`config.mk`:
```
export PLATFORM = sky130hd
export DESIGN_NAME = alu181_slice_seq
export DESIGN_NICKNAME = d
export VERILOG_FILES = /design/src/rtl/alu181_slice_seq.sv
export SDC_FILE = /design/constraint.sdc
export NUM_CORES = 1
export LEC_CHECK = 0
export CORE_AREA = 10 10 136 138
export CTS_CLUSTER_DIAMETER = 80
export CTS_CLUSTER_SIZE = 25
export DETAILED_ROUTE_END_ITERATION = 10
export DIE_AREA = 0 0 146 148
export PLACE_DENSITY = 0.59
export SLEW_MARGIN = 20
export SYNTH_ARGS = -nofsm -noshare
export SYNTH_HDL_FRONTEND = slang
export SYNTH_SLANG_ARGS = --single-unit
```
`constraint.sdc`:
```
create_clock -name clk -period 9 [get_ports clk]
set_clock_uncertainty 0.1 [all_clocks]
set_input_delay 1.8 -clock clk [delete_from_list [all_inputs] [get_ports clk]]
set_output_delay 1.8 -clock clk [all_outputs]
set_load 0.02 [all_outputs]
```
`src/rtl/alu181_slice_seq.sv`:
```
// alu181_slice_seq
//   Multi-cycle 74181-style ALU. One SLICE-bit datapath is reused for
//   WIDTH/SLICE cycles. The carry is registered between slices, so the
//   block behaves like a time-multiplexed cascade of narrow ALUs.
//   There is a valid/ready handshake on the request side and on the result side.
//
// Ports
//   clk, rst_n        rising-edge clock; asynchronous active-low reset
//   in_valid/in_ready request handshake (in_ready high only while idle)
//   in_a, in_b        WIDTH-bit operands, sampled only at accept
//   select, mode      function select S3..S0; mode 1 = logic, 0 = arithmetic
//   carry_in          active-high carry into bit 0 (arithmetic only)
//   out_valid/out_ready result handshake
//   alu_out           WIDTH-bit result
//   carry_out         carry out of the top bit (0 in logic mode)
//   compare           captured A == captured B
//   zero              alu_out == 0
module alu181_slice_seq #(
  parameter int WIDTH = 16,
  parameter int SLICE = 4
) (
  input  logic             clk,
  input  logic             rst_n,
  input  logic             in_valid,
  output logic             in_ready,
  input  logic [WIDTH-1:0] in_a,
  input  logic [WIDTH-1:0] in_b,
  input  logic [3:0]       select,
  input  logic             mode,
  input  logic             carry_in,
  output logic             out_valid,
  input  logic             out_ready,
  output logic [WIDTH-1:0] alu_out,
  output logic             carry_out,
  output logic             compare,
  output logic             zero
);

  localparam int NSL = WIDTH / SLICE;
  localparam int KW  = (NSL > 1) ? $clog2(NSL) : 1;
  localparam logic [KW-1:0] K_LAST = KW'(NSL - 1);

  typedef enum logic [1:0] {IDLE, RUN, DONE} state_t;

  // Bitwise logic-mode function for one slice.
  function automatic logic [SLICE-1:0] logic_fn(input logic [3:0] s,
                                                input logic [SLICE-1:0] a,
                                                input logic [SLICE-1:0] b);
    logic [SLICE-1:0] r;
    case (s)
      4'h0: r = ~a;
      4'h1: r = ~(a | b);
      4'h2: r = ~a & b;
      4'h3: r = '0;
      4'h4: r = ~(a & b);
      4'h5: r = ~b;
      4'h6: r = a ^ b;
      4'h7: r = a & ~b;
      4'h8: r = ~a | b;
      4'h9: r = ~(a ^ b);
      4'hA: r = b;
      4'hB: r = a & b;
      4'hC: r = '1;
      4'hD: r = a | ~b;
      4'hE: r = a | b;
      default: r = a;
    endcase
    return r;
  endfunction

  // Arithmetic-mode slice: X + Y + cin. The top bit of the result is the slice carry-out.
  function automatic logic [SLICE:0] arith_fn(input logic [3:0] s,
                                              input logic [SLICE-1:0] a,
                                              input logic [SLICE-1:0] b,
                                              input logic cin);
    logic [SLICE-1:0] x;
    logic [SLICE-1:0] y;
    case (s)
      4'h0: begin x = a;      y = '0;     end
      4'h1: begin x = a | b;  y = '0;     end
      4'h2: begin x = a | ~b; y = '0;     end
      4'h3: begin x = '0;     y = '1;     end
      4'h4: begin x = a;      y = a & ~b; end
      4'h5: begin x = a | b;  y = a & ~b; end
      4'h6: begin x = a;      y = ~b;     end
      4'h7: begin x = a & ~b; y = '1;     end
      4'h8: begin x = a;      y = a & b;  end
      4'h9: begin x = a;      y = b;      end
      4'hA: begin x = a | ~b; y = a & b;  end
      4'hB: begin x = a & b;  y = '1;     end
      4'hC: begin x = a;      y = a;      end
      4'hD: begin x = a | b;  y = a;      end
      4'hE: begin x = a | ~b; y = a;      end
      default: begin x = a;   y = '1;     end
    endcase
    return {1'b0, x} + {1'b0, y} + {{SLICE{1'b0}}, cin};
  endfunction

  state_t           state_q, state_d;
  logic [WIDTH-1:0] a_sh_q, a_sh_d;
  logic [WIDTH-1:0] b_sh_q, b_sh_d;
  logic [WIDTH-1:0] res_q, res_d;
  logic [3:0]       sel_q, sel_d;
  logic             mode_q, mode_d;
  logic             carry_q, carry_d;
  logic             eq_q, eq_d;
  logic [KW-1:0]    k_q, k_d;
  logic [WIDTH-1:0] alu_out_q, alu_out_d;
  logic             carry_out_q, carry_out_d;
  logic             compare_q, compare_d;
  logic             zero_q, zero_d;

  // Slice datapath: the low SLICE bits of the shifting operand registers.
  logic [SLICE-1:0] sl_a, sl_b, sl_res;
  logic [SLICE:0]   sl_sum;
  logic             sl_cout;

  assign sl_a    = a_sh_q[SLICE-1:0];
  assign sl_b    = b_sh_q[SLICE-1:0];
  assign sl_sum  = arith_fn(sel_q, sl_a, sl_b, carry_q);
  assign sl_res  = mode_q ? logic_fn(sel_q, sl_a, sl_b) : sl_sum[SLICE-1:0];
  assign sl_cout = ~mode_q & sl_sum[SLICE];

  always_comb begin
    state_d     = state_q;
    a_sh_d      = a_sh_q;
    b_sh_d      = b_sh_q;
    res_d       = res_q;
    sel_d       = sel_q;
    mode_d      = mode_q;
    carry_d     = carry_q;
    eq_d        = eq_q;
    k_d         = k_q;
    alu_out_d   = alu_out_q;
    carry_out_d = carry_out_q;
    compare_d   = compare_q;
    zero_d      = zero_q;
    case (state_q)
      IDLE: begin
        if (in_valid) begin
          a_sh_d  = in_a;
          b_sh_d  = in_b;
          sel_d   = select;
          mode_d  = mode;
          carry_d = carry_in & ~mode;
          eq_d    = (in_a == in_b);
          res_d   = '0;
          k_d     = '0;
          state_d = RUN;
        end
      end
      RUN: begin
        // Operands shift down one slice per cycle. The result fills in from the top,
        // so after NSL cycles slice 0 sits in the low bits.
        a_sh_d  = a_sh_q >> SLICE;
        b_sh_d  = b_sh_q >> SLICE;
        res_d   = (res_q >> SLICE) | (WIDTH'(sl_res) << (WIDTH - SLICE));
        carry_d = sl_cout;
        k_d     = k_q + KW'(1);
        if (k_q == K_LAST) begin
          k_d         = '0;
          state_d     = DONE;
          alu_out_d   = res_d;
          carry_out_d = sl_cout;
          compare_d   = eq_q;
          zero_d      = (res_d == '0);
        end
      end
      DONE: begin
        if (out_ready) state_d = IDLE;
      end
      default: state_d = IDLE;
    endcase
  end

  always_ff @(posedge clk or negedge rst_n) begin
    if (!rst_n) begin
      state_q     <= IDLE;
      a_sh_q      <= '0;
      b_sh_q      <= '0;
      res_q       <= '0;
      sel_q       <= '0;
      mode_q      <= 1'b0;
      carry_q     <= 1'b0;
      eq_q        <= 1'b0;
      k_q         <= '0;
      alu_out_q   <= '0;
      carry_out_q <= 1'b0;
      compare_q   <= 1'b0;
      zero_q      <= 1'b0;
    end else begin
      state_q     <= state_d;
      a_sh_q      <= a_sh_d;
      b_sh_q      <= b_sh_d;
      res_q       <= res_d;
      sel_q       <= sel_d;
      mode_q      <= mode_d;
      carry_q     <= carry_d;
      eq_q        <= eq_d;
      k_q         <= k_d;
      alu_out_q   <= alu_out_d;
      carry_out_q <= carry_out_d;
      compare_q   <= compare_d;
      zero_q      <= zero_d;
    end
  end

  assign in_ready  = (state_q == IDLE);
  assign out_valid = (state_q == DONE);
  assign alu_out   = alu_out_q;
  assign carry_out = carry_out_q;
  assign compare   = compare_q;
  assign zero      = zero_q;

endmodule
```
==> results of run 1 <==
worst max path at each step:
stage	slack [ps]	depth (start not counted)	end	startpoint
5_1_grt	4870	11	zero	sel_q[2]
6_report	5100	11	zero	sel_q[2]
3_3_place_gp	5290	11	zero	sel_q[2]
2_1_floorplan	5880	11	zero	sel_q[0]
3_5_place_dp	5220	11	zero	sel_q[2]
4_1_cts	5190	11	zero	sel_q[2]
cell usage after synthesis (2+ instances only):
library cell / number / area, sq um
nand2_1: 108 / 405
dfrtp_1: 74 / 1850
o21ai_0: 52 / 260
nor2_1: 34 / 128
a21oi_1: 23 / 115
ha_1: 20 / 250
a31oi_1: 19 / 119
clkbuf_1: 19 / 71.3
xor2_1: 17 / 149
inv_1: 15 / 56.3
mux2_2: 15 / 169
nor3_1: 11 / 55.1
buf_2: 10 / 50.1
nand3_1: 10 / 50.1
nor2b_1: 8 / 50.1
nand2b_1: 6 / 37.5
nor4_1: 6 / 37.5
o21ai_1: 6 / 30.0
buf_4: 5 / 37.5
o221ai_1: 5 / 43.8
a22oi_1: 4 / 30.0
and2_1: 4 / 25.0
o31ai_1: 4 / 30.0
or3_1: 4 / 25.0
a211oi_1: 3 / 22.5
a21o_1: 3 / 22.5
a32oi_1: 3 / 26.3
mux2i_1: 3 / 30.0
nand3b_1: 3 / 22.5
o211ai_1: 3 / 22.5
a211o_1: 2 / 17.5
and3_1: 2 / 12.5
buf_6: 2 / 22.5
fa_1: 2 / 40.0
inv_2: 2 / 7.51
nor3b_1: 2 / 15.0
o21bai_1: 2 / 15.0
o22ai_1: 2 / 12.5
o311ai_1: 2 / 17.5
o31ai_2: 2 / 25.0
stage by stage:
stage	power (mW)	setup WS [ps]	hold slack [ps]	instances
finish	2.28	5100	377	803
CTS	2.28	5190	383	803
detailed placement	1.92	5220	367	787
global placement	1.88	5290	361	787
floorplan	1.55	5880	346	541
global route	2.47	4870	408	803
power groups by stage:
stage	Sequential, mW	Clock [mW]	Combinational, mW
floorplan	0.621	0	0.934
global placement	0.621	0	1.26
detailed placement	0.628	0	1.29
CTS	0.623	0.358	1.30
global route	0.646	0.376	1.45
finish	0.624	0.351	1.30
state kept, by name, summed over array words and instances (netlist names):
name       flops
a_sh_q        16
alu_out       16
b_sh_q        16
carry_out      1
carry_q        1
compare        1
eq_q           1
k_q            2
mode_q         1
res_q         12
sel_q          4
state_q        2
zero           1
cell families (layout without fill, tap and decap cells):
| family | Yosys count | in the layout |
|---|---|---|
| adders and majority gates | 22 | 22 |
| buffers and inverters | 54 | 100 |
| AOI/OAI and AO/OA | 147 | 147 |
| and+or+nand+nor | 208 | 208 |
| xor gates and xnor gates | 18 | 18 |
| DFF | 74 | 74 |
| muxes | 18 | 18 |
cell type report:
cell class	count	area [sq um]	area share [%]
clock inverters	6	67.6	1.19
repair buffers	67	653	11.5
multi-input cells	413	2540	44.8
inverters	17	63.8	1.12
well taps	216	270	4.76
flip-flops and latches	74	1850	32.6
clock buffers	10	229	4.03
routing by layer:
layer  GRT usage [%]  wire length (microns)  vias to the layer above  part of all wire [%]
met5               0                      0                        -                     0
met4            3.85                    177                        0                   1.4
met3            2.63                    640                       14                   5.0
met2            19.4                   6230                      127                    48
met1            14.9                   5820                     1972                    45
li1                -                      -                     1992                     -
worst register-to-register path: stages (launching register included):
cell	delay (ps)
dfrtp_1	760
nor2b_1	660
nand2_1	100
o21ai_0	100
a21oi_1	90
o221a_2	270
fa_1	440
fa_1	440
a2bb2oi_1	260
o31ai_2	180
and3_1	180
a31o_1	210
==> flow_summary_export.csv, run 1 <==
group,metric,value,unit
outcome,status,"finished clean",
sta,hold_viol_final,0,
sta,setup_viol,0,
synth,yosysSeqAreaShare,39.9,%
critical_path,start_kind,"flop",
sta,worst_pin_slew,1080,ps
power_and_ir_drop,swShare,46.4,%
clock_tree,h-tree-depth,3,
power_and_ir_drop,leakage,2.35,nW
synth,synthFlopType,"dfrtp_1",
sta,finalCriticalPeriod,3900,ps
floorplan,ios,63,
sta,max_freq,257,MHz
worst_hold_path,holdPathStages,2,
synth,syn_inst,541,
critical_path,rr_startpoint,"sel_q[2]",
floorplan,core_area,0.0157,sq mm
synth,ys_types,64,
synth,synth_compound_area_share,20.3,%
critical_path,cp_slowest_cell,"dfrtp_1",
critical_path,cp_max_fo,33,
worst_hold_path,hold_end,"b_sh_q[2]",
power_and_ir_drop,p_per_area,401,mW/mm^2
clock_tree,cts_tree,"yes",
sta,drv_slew,0,
floorplan,die_y,148,microns
grt,antenna_found_initial,0,
floorplan,dieArea,0.0216,sq mm
critical_path,path_cells,"nor2b_1, nand2_1, o21ai_0, a21oi_1, o221a_2, fa_1, fa_1, a2bb2oi_1, o31ai_2, and3_1, a31o_1",
drt,vias_per_cell,5.11,
place,hpwl,9340,microns
final_layout,area_growth,22.4,%
job,drv_cap,0,
synth,syn_nets,605,
drt,drt-initial-drc-count,297,
sta,fin_crit_sh,43.3,%
critical_path,worst-path-buf-inv,0,
final_layout,drive_gt1_share,8.52,%
synth,synth-edff-count,0,
floorplan,die_w,146,microns
power_and_ir_drop,clkPwrFrac,15.4,%
synth,synth_top_family_by_area,"simple AND/OR/NAND/NOR gates",
critical_path,critPathMaxStageDelay,760,ps
clock_tree,cts_setup_buffers,0,
final_layout,nFillCells,1627,
clock_tree,cts_buffers,9,
worst_hold_path,hp-class,"reg2reg",
grt,grt_pass1_vias,4028,
final_layout,layout.nets,646,
final_layout,final_cell_mix,"nand2_1 (108), dfrtp_1 (74), clkdlybuf4s50_1 (61), o21ai_0 (52), nor2_1 (34)",
place,place.gp.congestion,0.888,
synth,ys_seq_elements,74,
final_layout,final_core_util,36.1,%
synth,ys_async_sr_fraction,100,%
grt,grtUsageTotal,11.7,%
final_layout,fin_area,0.00568,sq mm
clock_tree,cts_resized,0,
clock_tree,path_clk_slew,60,ps
power_and_ir_drop,seqPwrFrac,27.4,%
drt,drc,0,
critical_path,critPathRequiredTime,9120,ps
critical_path,setup.worst_path.class,"reg2reg",
power_and_ir_drop,p_sw,1.05,mW
drt,drt-total-wl,12900,microns
final_layout,final_common_cell,"nand2_1",
synth,yosysWarnings,0,
grt,grt-ovfl-total,0,
drt,firstDrtPassIters,5,
grt,grt_max_degree,75,
floorplan,start_util,29.5,%
power_and_ir_drop,peakVddDrop,0.000160,V
critical_path,reg2reg_slack,5100,ps
critical_path,worstPathArrival,4020,ps
clock_tree,cts_root_buf,"clkbuf_16",
floorplan,rows,46,
critical_path,cpMostUsedCell,"fa_1",
clock_tree,cts_buffer_depth,2,
synth,synthAdderAreaFrac,6.26,%
drt,ant_nets,0,
power_and_ir_drop,combPwrFrac,57.2,%
sta,maxSlewHeadroom,27.9,%
clock_tree,clock_sinks,74,
critical_path,timing.rr.end,"zero",
power_and_ir_drop,internal_power,1.22,mW
synth,synth_xor_area_share,3.40,%
critical_path,path_delay_family,"compound AO/OA/AOI/OAI gates",
place,placed_cell_area,0.00538,sq mm
clock_tree,postCtsHoldBufs,0,
sta,fin_tns_setup,0,ps
synth,synth-simple-area-share,20.4,%
clock_tree,clkLatencyLatePin,330,ps
drt,vias,4105,
critical_path,end_kind,"flop",
place,port_buffers,62,
grt,grt_pass1_wl,21100,microns
sta,rsz0062_at_grt,"no",
final_layout,diodes,0,
critical_path,reg2reg_depth,11,
synth,avgSynthCellArea,8.57,sq um
drt,wl_per_cell,16.0,microns
synth,synth_area,0.00464,sq mm
worst_hold_path,hold_start,"b_sh_q[6]",
synth,synthMuxAreaShare,4.29,%
Note: power is estimated with default switching activity, not from simulation.
==> run 2: changes to the inputs <==
==> constraint.sdc (replaced) <==
create_clock -name clk -period 3.71 [get_ports clk]
set_clock_uncertainty 0.1 [all_clocks]
set_input_delay 0.742 -clock clk [delete_from_list [all_inputs] [get_ports clk]]
set_output_delay 0.742 -clock clk [all_outputs]
set_load 0.02 [all_outputs]
==> flow_summary_export.csv, run 2 (synthesized netlist as in run 1, its figures left out) <==
group,metric,value,unit
power_and_ir_drop,clkPwrFrac,15.9,%
clock_tree,path_clk_slew,60,ps
drt,wl_per_cell,16.8,microns
sta,finalCriticalPeriod,3350,ps
floorplan,die_w,146,microns
sta,maxSlewHeadroom,41.7,%
sta,setup_viol,0,
power_and_ir_drop,peakVddDrop,0.000408,V
floorplan,ios,63,
critical_path,end_kind,"flop",
critical_path,worstPathArrival,3470,ps
clock_tree,cts_buffers,9,
grt,grt-ovfl-total,0,
clock_tree,clock_sinks,74,
grt,grt_pass1_wl,22600,microns
power_and_ir_drop,seqPwrFrac,27.7,%
clock_tree,clkLatencyLatePin,330,ps
clock_tree,cts_buffer_depth,2,
power_and_ir_drop,leakage,2.44,nW
power_and_ir_drop,p_per_area,975,mW/mm^2
place,port_buffers,62,
drt,ant_nets,0,
drt,firstDrtPassIters,5,
clock_tree,h-tree-depth,3,
power_and_ir_drop,swShare,45.5,%
final_layout,drive_gt1_share,10.5,%
place,dp.cells,800,
final_layout,final_core_util,37.0,%
worst_hold_path,hp-class,"reg2reg",
sta,hold_viol_final,0,
sta,rsz0062_at_grt,"no",
drt,vias,4211,
sta,drv_slew,0,
place,place.gp.congestion,0.860,
drt,vias_per_cell,5.17,
final_layout,area_growth,25.2,%
clock_tree,cts_setup_buffers,0,
drt,drt-total-wl,13700,microns
power_and_ir_drop,combPwrFrac,56.3,%
grt,antenna_found_initial,0,
final_layout,diodes,0,
floorplan,core_area,0.0157,sq mm
power_and_ir_drop,internal_power,3.09,mW
final_layout,layout.nets,659,
drt,drt-initial-drc-count,216,
floorplan,start_util,29.5,%
final_layout,nFillCells,1601,
grt,grt_pass1_vias,4327,
floorplan,rows,46,
final_layout,regArea,0.00185,sq mm
outcome,status,"finished clean",
critical_path,cp_max_fo,17,
sta,max_freq,299,MHz
sta,worst_pin_slew,875,ps
final_layout,final_cell_mix,"nand2_1 (108), dfrtp_1 (74), clkdlybuf4s50_1 (61), o21ai_0 (52), nor2_1 (34)",
final_layout,layout.cells.non_filler,815,
clock_tree,postCtsHoldBufs,0,
floorplan,dieArea,0.0216,sq mm
drt,drc,0,
power_and_ir_drop,totalPowerFinal,5.66,mW
sta,fin_hold_ws,379,ps
power_and_ir_drop,p_sw,2.58,mW
grt,grtUsageTotal,12.6,%
critical_path,start_kind,"flop",
final_layout,multi_input_comb_area,0.00255,sq mm
sta,fin_tns_setup,0,ps
clock_tree,cts_root_buf,"clkbuf_16",
sta,fin_crit_sh,90.3,%
place,hpwl,10300,microns
floorplan,die_y,148,microns
job,drv_cap,0,
clock_tree,cts_tree,"yes",
clock_tree,cts_resized,0,
critical_path,critPathRequiredTime,3840,ps
final_layout,final_common_cell,"nand2_1",
critical_path,setup.worst_path.class,"reg2reg",
grt,grt_max_degree,61,
[run 2: cell types whose count changed in the layout (fill, tap and decap cells not counted), sizes merged]
cell,change
buf,+13
clkinv,-3
clkbuf,+2
clkinvlp,-1
inv,+1
[run 2: path summary, 6_finish.rpt]
check                      startpoint          to  slack [ps]  cells after the start
max reg2reg                  sel_q[3]        zero         360                     10
max in group asynchronous       rst_n   a_sh_q[5]        2400                      2
min in group asynchronous       rst_n  alu_out[5]         400                      1
max                          sel_q[3]        zero         360                     10
min reg2reg                 b_sh_q[6]   b_sh_q[2]         380                      2
min                         b_sh_q[6]   b_sh_q[2]         380                      2
[run 2: layout make-up]
cell class	instances	share of cell area, %
multi-input cells	413	43.8
flip-flops and latches	74	31.9
repair buffers	80	13.1
well taps	216	4.65
clock buffers	12	4.59
inverters	17	1.10
clock inverters	3	0.797
[run 2: metrics by stage]
stage	cell area [sq um]	setup WS, ps
final	5810	361
after global routing	5810	162
after CTS	5800	363
after detailed placement	5490	373
after global placement	5490	429
after floorplan	4640	587
[run 2: power by group through the flow]
stage | clock network (mW) | registers, mW | logic [mW]
floorplan | 0 | 1.51 | 2.26
global placement | 0 | 1.57 | 3.18
detailed placement | 0 | 1.58 | 3.19
CTS | 0.920 | 1.57 | 3.21
global route | 0.957 | 1.63 | 3.58
finish | 0.903 | 1.57 | 3.19
[run 2: worst max-delay path, stage by stage, from the launching register on]
cell,delay [ps]
dfrtp_1,570
buf_4,270
nand2b_1,70
a21oi_1,80
a21o_1,260
o221a_2,300
fa_1,440
fa_1,420
xor2_1,160
a221o_1,390
a31o_1,180
[run 2: metal layers]
metal	up-vias	GRT usage, %	routed length (microns)
met4	0	5.26	342
met5	-	0	0
met3	25	2.66	602
met2	120	20.8	6580
met1	2050	15.8	6150
li1	2016	-	-
==> run 3: changes to the inputs <==
--- a/config.mk
+++ b/config.mk
@@ -5,11 +5,12 @@
 export SDC_FILE = /design/constraint.sdc
 export NUM_CORES = 1
 export LEC_CHECK = 0
-export CORE_AREA = 10 10 136 138
+export ABC_CLOCK_PERIOD_IN_PS = 3710
+export CORE_AREA = 10 10 155 121
 export CTS_CLUSTER_DIAMETER = 80
 export CTS_CLUSTER_SIZE = 25
 export DETAILED_ROUTE_END_ITERATION = 10
-export DIE_AREA = 0 0 146 148
+export DIE_AREA = 0 0 165 131
 export PLACE_DENSITY = 0.59
 export SLEW_MARGIN = 20
 export SYNTH_ARGS = -nofsm -noshare
==> flow_summary_export.csv, run 3 (synthesized netlist as in run 1, its figures left out) <==
group,metric,value,unit
sta,hold_viol_final,0,
grt,grt-ovfl-total,0,
power_and_ir_drop,totalPowerFinal,5.79,mW
worst_hold_path,hp-class,"in2async",
drt,wl_per_cell,17.2,microns
sta,rsz0062_at_grt,"no",
clock_tree,path_clk_slew,60,ps
floorplan,die_w,165,microns
place,port_buffers,62,
place,dp.cells,798,
clock_tree,h-tree-depth,3,
drt,ant_nets,0,
sta,fin_hold_ws,315,ps
critical_path,reg2reg_slack,320,ps
final_layout,area_growth,25.9,%
sta,max_freq,295,MHz
critical_path,end_kind,"flop",
critical_path,critPathRequiredTime,3840,ps
final_layout,multi_input_comb_area,0.00254,sq mm
drt,vias,4164,
final_layout,diodes,0,
grt,grt_pass1_wl,22900,microns
critical_path,reg2reg_depth,10,
critical_path,start_kind,"flop",
final_layout,final_cell_mix,"nand2_1 (108), dfrtp_1 (74), clkdlybuf4s50_1 (61), o21ai_0 (52), nor2_1 (34)",
critical_path,setup.worst_path.class,"reg2reg",
clock_tree,cts_buffers,9,
final_layout,fin_area,0.00584,sq mm
power_and_ir_drop,p_per_area,992,mW/mm^2
clock_tree,cts_buffer_depth,2,
sta,fin_tns_setup,0,ps
job,drv_cap,0,
clock_tree,clkLatencyLatePin,340,ps
critical_path,timing.rr.end,"zero",
final_layout,nFillCells,1624,
floorplan,die_y,131,microns
drt,drt-initial-drc-count,340,
final_layout,layout.nets,664,
clock_tree,cts_resized,0,
grt,antenna_found_initial,0,
grt,grtUsageTotal,13.2,%
floorplan,rows,40,
floorplan,start_util,29.5,%
place,hpwl,10500,microns
final_layout,final_core_util,37.1,%
place,place.gp.congestion,0.862,
critical_path,rr_startpoint,"sel_q[3]",
sta,setup_viol,0,
critical_path,worstPathArrival,3520,ps
final_layout,drive_gt1_share,11.4,%
clock_tree,cts_tree,"yes",
place,placed_cell_area,0.00550,sq mm
grt,grt_pass1_vias,4249,
clock_tree,cts_setup_buffers,0,
place,pre_cts_ws,355,ps
sta,worst_slack,321,ps
drt,drc,0,
critical_path,cp_max_fo,14,
final_layout,regArea,0.00185,sq mm
sta,finalCriticalPeriod,3390,ps
clock_tree,cts_root_buf,"clkbuf_16",
sta,drv_slew,0,
sta,maxSlewHeadroom,40.9,%
final_layout,final_common_cell,"nand2_1",
clock_tree,postCtsHoldBufs,0,
power_and_ir_drop,peakVddDrop,0.000292,V
sta,worst_pin_slew,884,ps
sta,fin_crit_sh,91.3,%
clock_tree,clock_sinks,74,
floorplan,core_area,0.0157,sq mm
drt,vias_per_cell,5.11,
outcome,status,"finished clean",
drt,drt-total-wl,14000,microns
drt,firstDrtPassIters,4,
floorplan,dieArea,0.0216,sq mm
final_layout,layout.cells.non_filler,815,
floorplan,ios,63,
grt,grt_max_degree,61,
power_and_ir_drop,leakage,2.47,nW
## run 3: changes by cell type in the layout (fill, tap and decap cells not counted), sizes merged
cell and change:
clkinvlp -1, inv -1, clkinv +3, buf +5
## run 3: power by group
group | switching (mW) | internal, mW | total (mW) | leakage, nW
Sequential | 0.366 | 1.18 | 1.55 | 0.931
Combinational | 1.95 | 1.38 | 3.33 | 1.38
Clock | 0.342 | 0.575 | 0.916 | 0.159
Total | 2.66 | 3.13 | 5.79 | 2.47
## run 3: how the worst max path moves through the flow
stage	from	cells after the start	endpoint	slack, ps
floorplan	sel_q[0]	11	zero	590
global placement	sel_q[3]	10	zero	430
detailed placement	sel_q[3]	10	zero	360
CTS	sel_q[3]	10	zero	350
global route	sel_q[3]	12	zero	120
finish	sel_q[3]	10	zero	320
## run 3: cell type report
cell class	count	share of cell area, %
clock buffers	12	4.56
flip-flops and latches	74	31.7
clock inverters	4	0.836
multi-input cells	413	43.5
repair buffers	85	13.8
inverters	17	1.09
well taps	210	4.50
## run 3: layer usage
layer  up-vias  track usage [%]  routed length [microns]
met1      2015             18.9                     6980
met2       113             19.4                     5980
met3         9             3.78                      946
met5         -                0                        0
li1       2027                -                        -
met4         0             2.44                       73
## run 3: worst max-delay path, cell delays in order, from the launching register on
cell and delay, ps:
dfrtp_1 570, buf_4 270, nand2b_1 70, a21oi_1 80
a21o_1 250, o221a_2 300, fa_1 460, fa_1 420
xor2_1 160, a221o_1 390, a31o_1 180
